--- config.mk ---
export PLATFORM = sky130hd
export DESIGN_NAME = cruise_ctrl
export DESIGN_NICKNAME = d
export VERILOG_FILES = /design/src/rtl/cruise_ctrl.sv
export SDC_FILE = /design/constraint.sdc
export NUM_CORES = 1
export LEC_CHECK = 0
export BUFFER_PORTS_ARGS = -buffer_cell sky130_fd_sc_hd__buf_2
export CORE_ASPECT_RATIO = 0.8
export CORE_MARGIN = 2
export CORE_UTILIZATION = 40
export DETAILED_ROUTE_END_ITERATION = 8
export HOLD_SLACK_MARGIN = 0.06
export PLACE_DENSITY = 0.67
export SETUP_SLACK_MARGIN = 0.4
export SLEW_MARGIN = 20
export SYNTH_ARGS = -nofsm -noshare
export SYNTH_HDL_FRONTEND = slang
export SYNTH_SLANG_ARGS = --single-unit
--- constraint.sdc ---
create_clock -name CLK -period 6.5 [get_ports CLK]
set_clock_uncertainty 0.2 [all_clocks]
set_input_delay 0.65 -clock CLK [delete_from_list [all_inputs] [get_ports CLK]]
set_output_delay 0.65 -clock CLK [all_outputs]
set_load 0.05 [all_outputs]
--- src/rtl/cruise_ctrl.sv ---
// Cruise-control sequencer: arbitrates the Vehicle_Logic accelerator input between
// the driver pedal and a proportional speed-hold command, stepping on tick_speed.
module cruise_ctrl #(
    parameter logic [7:0]  SPD_MIN    = 8'd30,
    parameter logic [7:0]  SPD_MAX    = 8'd180,
    parameter logic [7:0]  SPD_STEP   = 8'd5,
    parameter logic [7:0]  ACCEL_BASE = 8'd60,
    parameter int unsigned KP_SHIFT   = 2,
    parameter logic [7:0]  OVR_THRESH = 8'd10
) (
    input  logic       CLK,
    input  logic       global_safe_rst,
    input  logic       tick_speed,
    input  logic       engine_on,
    input  logic       sw_enable,
    input  logic       gear_is_d,
    input  logic [7:0] speed,
    input  logic [7:0] adc_accel,
    input  logic       brake,
    input  logic       key_set,
    input  logic       key_res,
    input  logic       key_cancel,
    output logic [7:0] accel_out,
    output logic [7:0] target_speed,
    output logic       cruise_active,
    output logic [1:0] cc_state
);

    typedef enum logic [1:0] {
        CC_OFF      = 2'd0,
        CC_STANDBY  = 2'd1,
        CC_ACTIVE   = 2'd2,
        CC_OVERRIDE = 2'd3
    } cc_state_t;

    cc_state_t  state_r;
    cc_state_t  state_nx_s;
    logic [7:0] target_r;
    logic [7:0] target_nx_s;
    logic [7:0] cmd_r;
    logic [7:0] accel_out_r;
    logic       cruise_active_r;
    logic       prev_set_r;
    logic       prev_res_r;
    logic       prev_cancel_r;

    logic       set_edge_s;
    logic       res_edge_s;
    logic       cancel_edge_s;
    logic       engage_ok_s;
    logic       engaged_s;
    logic       engaged_nx_s;
    logic [8:0] tgt_sum_s;
    logic [8:0] tgt_diff_s;
    logic [7:0] tgt_up_s;
    logic [7:0] tgt_dn_s;

    // Proportional command: ACCEL_BASE + (target - speed) * 2^KP_SHIFT, clamped to 0..255.
    function automatic logic [7:0] calc_cmd(input logic [7:0] tgt, input logic [7:0] spd);
        logic signed [8:0]  err;
        logic signed [11:0] val;
        err = $signed({1'b0, tgt}) - $signed({1'b0, spd});
        val = $signed({4'b0000, ACCEL_BASE}) + ($signed({{3{err[8]}}, err}) <<< KP_SHIFT);
        if (val < 12'sd0) begin
            calc_cmd = 8'd0;
        end else if (val > 12'sd255) begin
            calc_cmd = 8'd255;
        end else begin
            calc_cmd = val[7:0];
        end
    endfunction

    assign set_edge_s    = key_set & ~prev_set_r;
    assign res_edge_s    = key_res & ~prev_res_r;
    assign cancel_edge_s = key_cancel & ~prev_cancel_r;
    assign engage_ok_s   = engine_on & gear_is_d & ~brake &
                           (speed >= SPD_MIN) & (speed <= SPD_MAX);
    assign engaged_s     = (state_r == CC_ACTIVE) || (state_r == CC_OVERRIDE);
    assign engaged_nx_s  = (state_nx_s == CC_ACTIVE) || (state_nx_s == CC_OVERRIDE);

    // Saturating target adjustments; the 9-bit forms catch overflow and underflow.
    assign tgt_sum_s  = {1'b0, target_r} + {1'b0, SPD_STEP};
    assign tgt_diff_s = {1'b0, target_r} - {1'b0, SPD_STEP};
    assign tgt_up_s   = (tgt_sum_s > {1'b0, SPD_MAX}) ? SPD_MAX : tgt_sum_s[7:0];
    assign tgt_dn_s   = (tgt_diff_s[8] || (tgt_diff_s[7:0] < SPD_MIN)) ? SPD_MIN : tgt_diff_s[7:0];

    // Next state and target for the coming tick, in falling priority order.
    always_comb begin
        state_nx_s  = state_r;
        target_nx_s = target_r;
        if (!sw_enable || !engine_on) begin
            state_nx_s  = CC_OFF;
            target_nx_s = 8'd0;
        end else if (engaged_s && (brake || cancel_edge_s || !gear_is_d)) begin
            state_nx_s = CC_STANDBY;
        end else begin
            case (state_r)
                CC_OFF: begin
                    state_nx_s = CC_STANDBY;
                end
                CC_STANDBY: begin
                    if (set_edge_s && engage_ok_s) begin
                        state_nx_s  = CC_ACTIVE;
                        target_nx_s = speed;
                    end else if (res_edge_s && engage_ok_s && (target_r != 8'd0)) begin
                        state_nx_s = CC_ACTIVE;
                    end else begin
                        state_nx_s = CC_STANDBY;
                    end
                end
                CC_ACTIVE: begin
                    if (set_edge_s && res_edge_s) begin
                        state_nx_s = CC_ACTIVE;
                    end else if (set_edge_s) begin
                        target_nx_s = tgt_up_s;
                    end else if (res_edge_s) begin
                        target_nx_s = tgt_dn_s;
                    end else if (adc_accel > cmd_r) begin
                        state_nx_s = CC_OVERRIDE;
                    end else begin
                        state_nx_s = CC_ACTIVE;
                    end
                end
                CC_OVERRIDE: begin
                    if (adc_accel <= OVR_THRESH) begin
                        state_nx_s = CC_ACTIVE;
                    end else begin
                        state_nx_s = CC_OVERRIDE;
                    end
                end
                default: begin
                    state_nx_s  = CC_OFF;
                    target_nx_s = 8'd0;
                end
            endcase
        end
    end

    // Sequencer registers: tick-paced state/target/command, per-clock output mux.
    always_ff @(posedge CLK or posedge global_safe_rst) begin
        if (global_safe_rst) begin
            state_r         <= CC_OFF;
            target_r        <= 8'd0;
            cmd_r           <= 8'd0;
            accel_out_r     <= 8'd0;
            cruise_active_r <= 1'b0;
            prev_set_r      <= 1'b0;
            prev_res_r      <= 1'b0;
            prev_cancel_r   <= 1'b0;
        end else begin
            accel_out_r <= (state_r == CC_ACTIVE) ? cmd_r : adc_accel;
            if (tick_speed) begin
                prev_set_r      <= key_set;
                prev_res_r      <= key_res;
                prev_cancel_r   <= key_cancel;
                state_r         <= state_nx_s;
                target_r        <= target_nx_s;
                cruise_active_r <= engaged_nx_s;
                // Computed from the new target so the first ACTIVE cycle already has it.
                if (engaged_nx_s) begin
                    cmd_r <= calc_cmd(target_nx_s, speed);
                end
            end
        end
    end

    assign accel_out     = accel_out_r;
    assign target_speed  = target_r;
    assign cruise_active = cruise_active_r;
    assign cc_state      = state_r;

endmodule

# Word-level counts from Yosys, hierarchy flattened
# Cells that the tools add are included.
[word_totals]
out_inout_bits = 19
inputBits = 26
regBits = 30
elab_cells = 75
[classes]
n_lt_le_gt_ge = 8
mux = 22
reduce_logical = 17
n_addsub = 4
n_bitwise = 11
n_eq_ne = 5
[ops]
columns = ["cell", "count"]
rows = [
  ["$mux W8", 11],
  ["$pmux W8 S2", 1],
  ["$mux W2", 7],
  ["$add A7 B11 Y12 const A", 1],
  ["$gt A12 B9 Y1 const B", 1],
  ["$lt A12 B1 Y1 const B", 1],
  ["$add A8 B3 Y9 const B", 1],
  ["$gt A9 B8 Y1 const B", 1],
  ["$sub A8 B3 Y9 const B", 1],
  ["$sub A8 B8 Y9", 1],
  ["$eq A2 B2 Y1 const B", 4],
  ["$ge A8 B5 Y1 const B", 1],
  ["$gt A8 B8 Y1", 1],
  ["$le A8 B4 Y1 const B", 1],
  ["$le A8 B8 Y1 const B", 1],
  ["$lt A8 B5 Y1 const B", 1],
  ["$pmux W2 S4", 1],
  ["$reduce_bool A8 Y1", 1],
  ["$and A1 B1 Y1", 7],
  ["$logic_or A1 B1 Y1", 6],
  ["$logic_and A1 B1 Y1", 5],
  ["$not A1 Y1", 4],
  ["$logic_not A1 Y1", 3],
  ["$eq A2 B1 Y1 const B", 1],
  ["3 further kinds", 4],
]

# Longest topological paths before layout
[logic_depth]
ltp_word = 15
mapped_depth = 21
mapped_depth_nobuf = 21

# Worst setup path after synthesis
# No wires, ideal clock.
[synth_path]
path_type = "reg-to-reg"
start = "register target_r[0] (netlist: target_speed[0])"
end = "register cmd_r[5]"
t_required_ps = 6204
n_path_buf = 1
arrival_time_ps = 5246
path_stages_with_launch = 22
setup_time_ps = 96
setup_slack_ps = 958
period_less_slack_ps = 5542
path_cell_list = "dfrtp_1 ha_1 buf_2 o2111a_1 xnor2_1 o31ai_1 a211o_1 o21ai_0 o211ai_1 a221o_1 ha_1 fa_1 xor2_1 and3_1 or4b_1 and3_1 nand2b_1 mux2i_1 a31oi_1 ha_1 and4_1 o31ai_1"
[synth_via]
elab_chain_len = 15
elab_cells_between_ends = 31
classes_between = "add/sub: 4; order compare: 4; eq/ne: 2; mux: 16; reduce/logical: 5"
[synth_rtl]
columns = ["item", "line", "rtl"]
rows = [
  ["from (decl)", "38", "logic [7:0] target_r;"],
  ["from (signal assigned)", "157", "target_r <= target_nx_s;"],
  ["$sub A8 B3 Y9", "83", "assign tgt_diff_s = {1'b0, target_r} - {1'b0, SPD_STEP};"],
  ["$lt A8 B5 Y1", "85", "assign tgt_dn_s = (tgt_diff_s[8] || (tgt_diff_s[7:0] < SPD_MIN)) ? SPD_MIN : tgt_diff_s[7:0];"],
  ["$logic_or A1 B1 Y1", "85", ""],
  ["$mux W8", "85", ""],
  ["$mux W8", "116", "end else if (res_edge_s) begin"],
  ["$mux W8", "114", "end else if (set_edge_s) begin"],
  ["$mux W8", "112", "if (set_edge_s && res_edge_s) begin"],
  ["$pmux W8 S2", "97", "case (state_r)"],
  ["$mux W8", "94", "end else if (engaged_s && (brake || cancel_edge_s || !gear_is_d)) begin"],
  ["$mux W8", "91", "if (!sw_enable || !engine_on) begin"],
  ["$sub A8 B8 Y9", "62", "err = $signed({1'b0, tgt}) - $signed({1'b0, spd});"],
  ["$add A7 B11 Y12", "63", "val = $signed({4'b0000, ACCEL_BASE}) + ($signed({{3{err[8]}}, err}) <<< KP_SHIFT);"],
  ["$gt A12 B9 Y1", "66", "end else if (val > 12'sd255) begin"],
  ["$mux W8", "66", ""],
  ["$mux W8", "64", "if (val < 12'sd0) begin"],
  ["to (signal assigned)", "161", "cmd_r <= calc_cmd(target_nx_s, speed);"],
  ["to (decl)", "40", "logic [7:0] cmd_r;"],
]
# Parallel ways exist; a longest one is shown, timed or not.
# A chain may end at the register's enable or synchronous reset.

# Final worst setup path
[layout_path]
start = "register target_r[0] (netlist: target_speed[0])"
end = "register cmd_r[5]"
[layout_via]
elab_chain_len = 15
elab_cells_between_ends = 31
classes_between = "add/sub: 4; order compare: 4; eq/ne: 2; mux: 16; reduce/logical: 5"
[layout_rtl]
columns = ["item", "line", "rtl"]
rows = [
  ["$sub A8 B3 Y9", "83", ""],
  ["$lt A8 B5 Y1", "85", ""],
  ["$logic_or A1 B1 Y1", "85", ""],
  ["$mux W8", "85", ""],
  ["$mux W8", "116", ""],
  ["$mux W8 *", "114", ""],
  ["$mux W8 *", "112", ""],
  ["$pmux W8 S2 *", "97", ""],
  ["$mux W8 *", "94", ""],
  ["$mux W8 *", "91", ""],
  ["named net target_nx_s[2]", "39", "logic [7:0] target_nx_s;"],
  ["$sub A8 B8 Y9 *", "62", ""],
  ["$add A7 B11 Y12 *", "63", ""],
  ["$gt A12 B9 Y1", "66", ""],
  ["$mux W8", "66", ""],
  ["$mux W8 *", "64", ""],
]
# The timed path passes the listed nets; every way through them passes the cells marked *.

==> key figures <==
Logic synthesis
  • Top_reg_cell synth: dfrtp_1
  • EDFF count, synth: 0
  • Asr flop ratio synth: 100%
  • Synthesis warning total: 0
  • Post-synth net total: 464
  • Seq/Total Area, Yosys: between 20 and 25%
  • Yosys cell types: between 60 and 70
  • Post-synthesis cell area: 3240 um^2
  • Flops & latches, synth: 29
  • Syn avg cell area: 7.89 um^2
  • Mapped Cells: just over 400

CTS
  • # hold bufs at CTS: 0
  • Num Clock Sinks: 29
  • Clock Path Buffers: 2
  • Total CTS buffers: 5
  • Clock-pin slew on the worst setup and hold paths: ~70 ps
  • Clock Latency Late Sink: roughly 280 ps
  • Root buffer cell: clkbuf_8
  • Post-CTS Setup Repair Bufs: 0
  • TritonCTS clock tree: done
  • Htree depth: 2
  • CTS resizes: 0

Worst setup path
  • Crit path kind: register to register
  • CP max-delay cell: a311oi_1
  • WP data arrival: between 5000 and 6000 ps
  • Highest net fanout along the worst path: 6
  • Worst Setup Start Kind: register
  • Crit-path cells: buf_4, inv_1, ha_1, nor2b_1, or4_1, a31o_2, a21oi_2, a2111oi_0, a311oi_1, o21a_1, ha_1, xor2_1, and3_1, or4b_1, and3_1, nand2b_1, mux2i_1, a31oi_1, ha_1, and4_1, o31ai_1
  • Worst path most repeated cell: ha_1
  • CP endpoint kind: register
  • Worst EP required: about 6500 ps
  • Worst path max stage delay: 480 ps

Hold path
  • Tightest Hold Check Type: input pin to async pin

Global routing
  • Total GRT Usage: 21.5%
  • Vias in the first global route: around 3200
  • First-pass GRT wire length: between 15 and 20 mm
  • Initial antenna violation count: 0
  • Total gr overflow: 0
  • Largest net degree at the start of global routing: 30

Pwr
  • Leakage: roughly 0.0016 uW
  • Maximum VDD drop: about 65 uV
  • Pwr per Cell Area: 147 nW/um^2

Route
  • Wirelength per Cell: around 17 um
  • Total iterations of the first detailed-routing run: 5
  • Vias: between 3000 and 4000
  • 1st-iter DRT viols: approximately 340
  • DRT antenna net count: 0
  • DRT Wirelength: around 9.4 mm
  • Vias per inst: between 6 and 7
  • Number of remaining DRC errors: 0

Finish
  • Share of cells above drive strength 1: between 15 and 20%
  • Commonest non-fill, non-tap cell in the layout: buf_2
  • Commonest cells after routing, fill and taps aside: buf_2 (44), o21ai_0 (37), inv_1 (34)
  • Final core occ: 46.6%
  • P&R area growth vs syn: 13.5%
  • Final net count: 502
  • Final Cell Area: 3680 um^2
  • Ant diodes: 0

STA
  • Fin crit share: roughly nine tenths
  • Setup violators final: 0
  • RSZ-0062 raised after global routing: false
  • Setup TNS: 0 ps
  • Worst slew pin tran: 879 ps
  • WHS: around 240 ps
  • Final Slew Violations: 0
  • Hold Violations, Final: 0
  • Slew HR: 41.4%
  • Setup ws final: ~760 ps
  • Final worst path period need: between 5000 and 6000 ps
  • Maximum clock rate: around 170 MHz

Job
  • Max cap viols: 0

Floorplan
  • Row count: 29
  • Die Width: 105 um
  • Die footprint: approximately 8900 um^2
  • Io pins: 45
  • Die height: about 85 um
  • Core area: 7910 um^2
  • Initial core utilization: 41.0%

Placement
  • Buffers added on ports: 44
  • Post-DP HPWL: 7.30 mm
  • GP Congestion: just over 1
  • DP Area: roughly 3600 um^2
  • DP Worst Slack: between 500 and 600 ps

Outcome
  • Status: finished clean
area by class of cell:
class	count	area, um^2
Sequential cell	29	726
Inverter	34	128
Fill cell	828	4230
Tap cell	108	135
Timing Repair Buffer	52	280
Clock buffer	7	86.3
Multi-Input combinational cell	327	2330
report_power, final:
group / leakage [uW] / switching (uW) / total (uW) / internal [uW]
combinational: 0.00116 / 119 / 185 / 66.5
sequential: 0.000376 / 14.2 / 202 / 188
clock: 0.0000443 / 68.7 / 153 / 83.9
total: 0.00158 / 202 / 540 / 339
synthesized netlist by cell type (all sizes together), types with 7 or more instances:
cell    instances  area, um^2
o21ai          39         199
inv            34         128
a21oi          29         149
dfrtp          29         726
nand2          29         109
ha             26         325
nor2           23        86.3
clkbuf         18        67.6
a21o           12        90.1
mux2           11         124
nor2b          11        68.8
o21a           10        75.1
nor3            9        45.0
nor4            8        50.1
o31ai           8        65.1
mux2i           7        70.1
nand3           7        35.0
o211ai          7        52.6
logic make-up (layout without fill, tap and decap cells):
family,after synthesis,count (layout),synth area share (%)
and+or+nand+nor,119,119,19.2
muxes,18,18,5.98
AOI/OAI and AO/OA,154,154,32.7
DFF,29,29,22.4
adders and majority gates,27,27,10.6
xor gates and xnor gates,9,9,2.43
buffers and inverters,55,93,6.63
state kept, by name, indices dropped and copies added, names as in the netlist:
register and count:
target_speed 8, cruise_active 1, accel_out 8, cc_state 2
prev_cancel_r 1, prev_set_r 1, prev_res_r 1, cmd_r 7
stage by stage:
stage	std cells	power, uW
after global placement	550	381
after detailed placement	550	385
after CTS	557	537
after global routing	557	571
after floorplan	411	334
final	557	540
worst max-delay path: cells and delay by family, from the launching register on:
family | cells | cell delay (ps)
AND/OR/NAND/NOR | 7 | 1870
AO/OA/AOI/OAI | 7 | 1590
adder cells (fa/ha/maj) | 3 | 850
flip-flops | 1 | 440
buffers and inverters | 2 | 300
XOR/XNOR | 1 | 250
multiplexers | 1 | 130
per-layer routing:
layer	share of wire, %	global-route usage (%)
met2	43	31.7
met4	0.84	4.61
met1	46	32.0
met3	9.9	4.66
met5	0	0
final timing paths:
check	from	end	slack, ps	cells past startpoint
min in group CLK	cmd_r[7]	cmd_r[7]	310	2
worst min-delay path	global_safe_rst	accel_out[1]	240	3
worst max register to register	target_speed[0]	cmd_r[5]	760	21
max in group asynchronous	global_safe_rst	cmd_r[4]	5580	3
worst min register to register	cmd_r[7]	cmd_r[7]	310	2
worst max-delay path	target_speed[0]	cmd_r[5]	760	21
(Power assumes the default switching activity.)
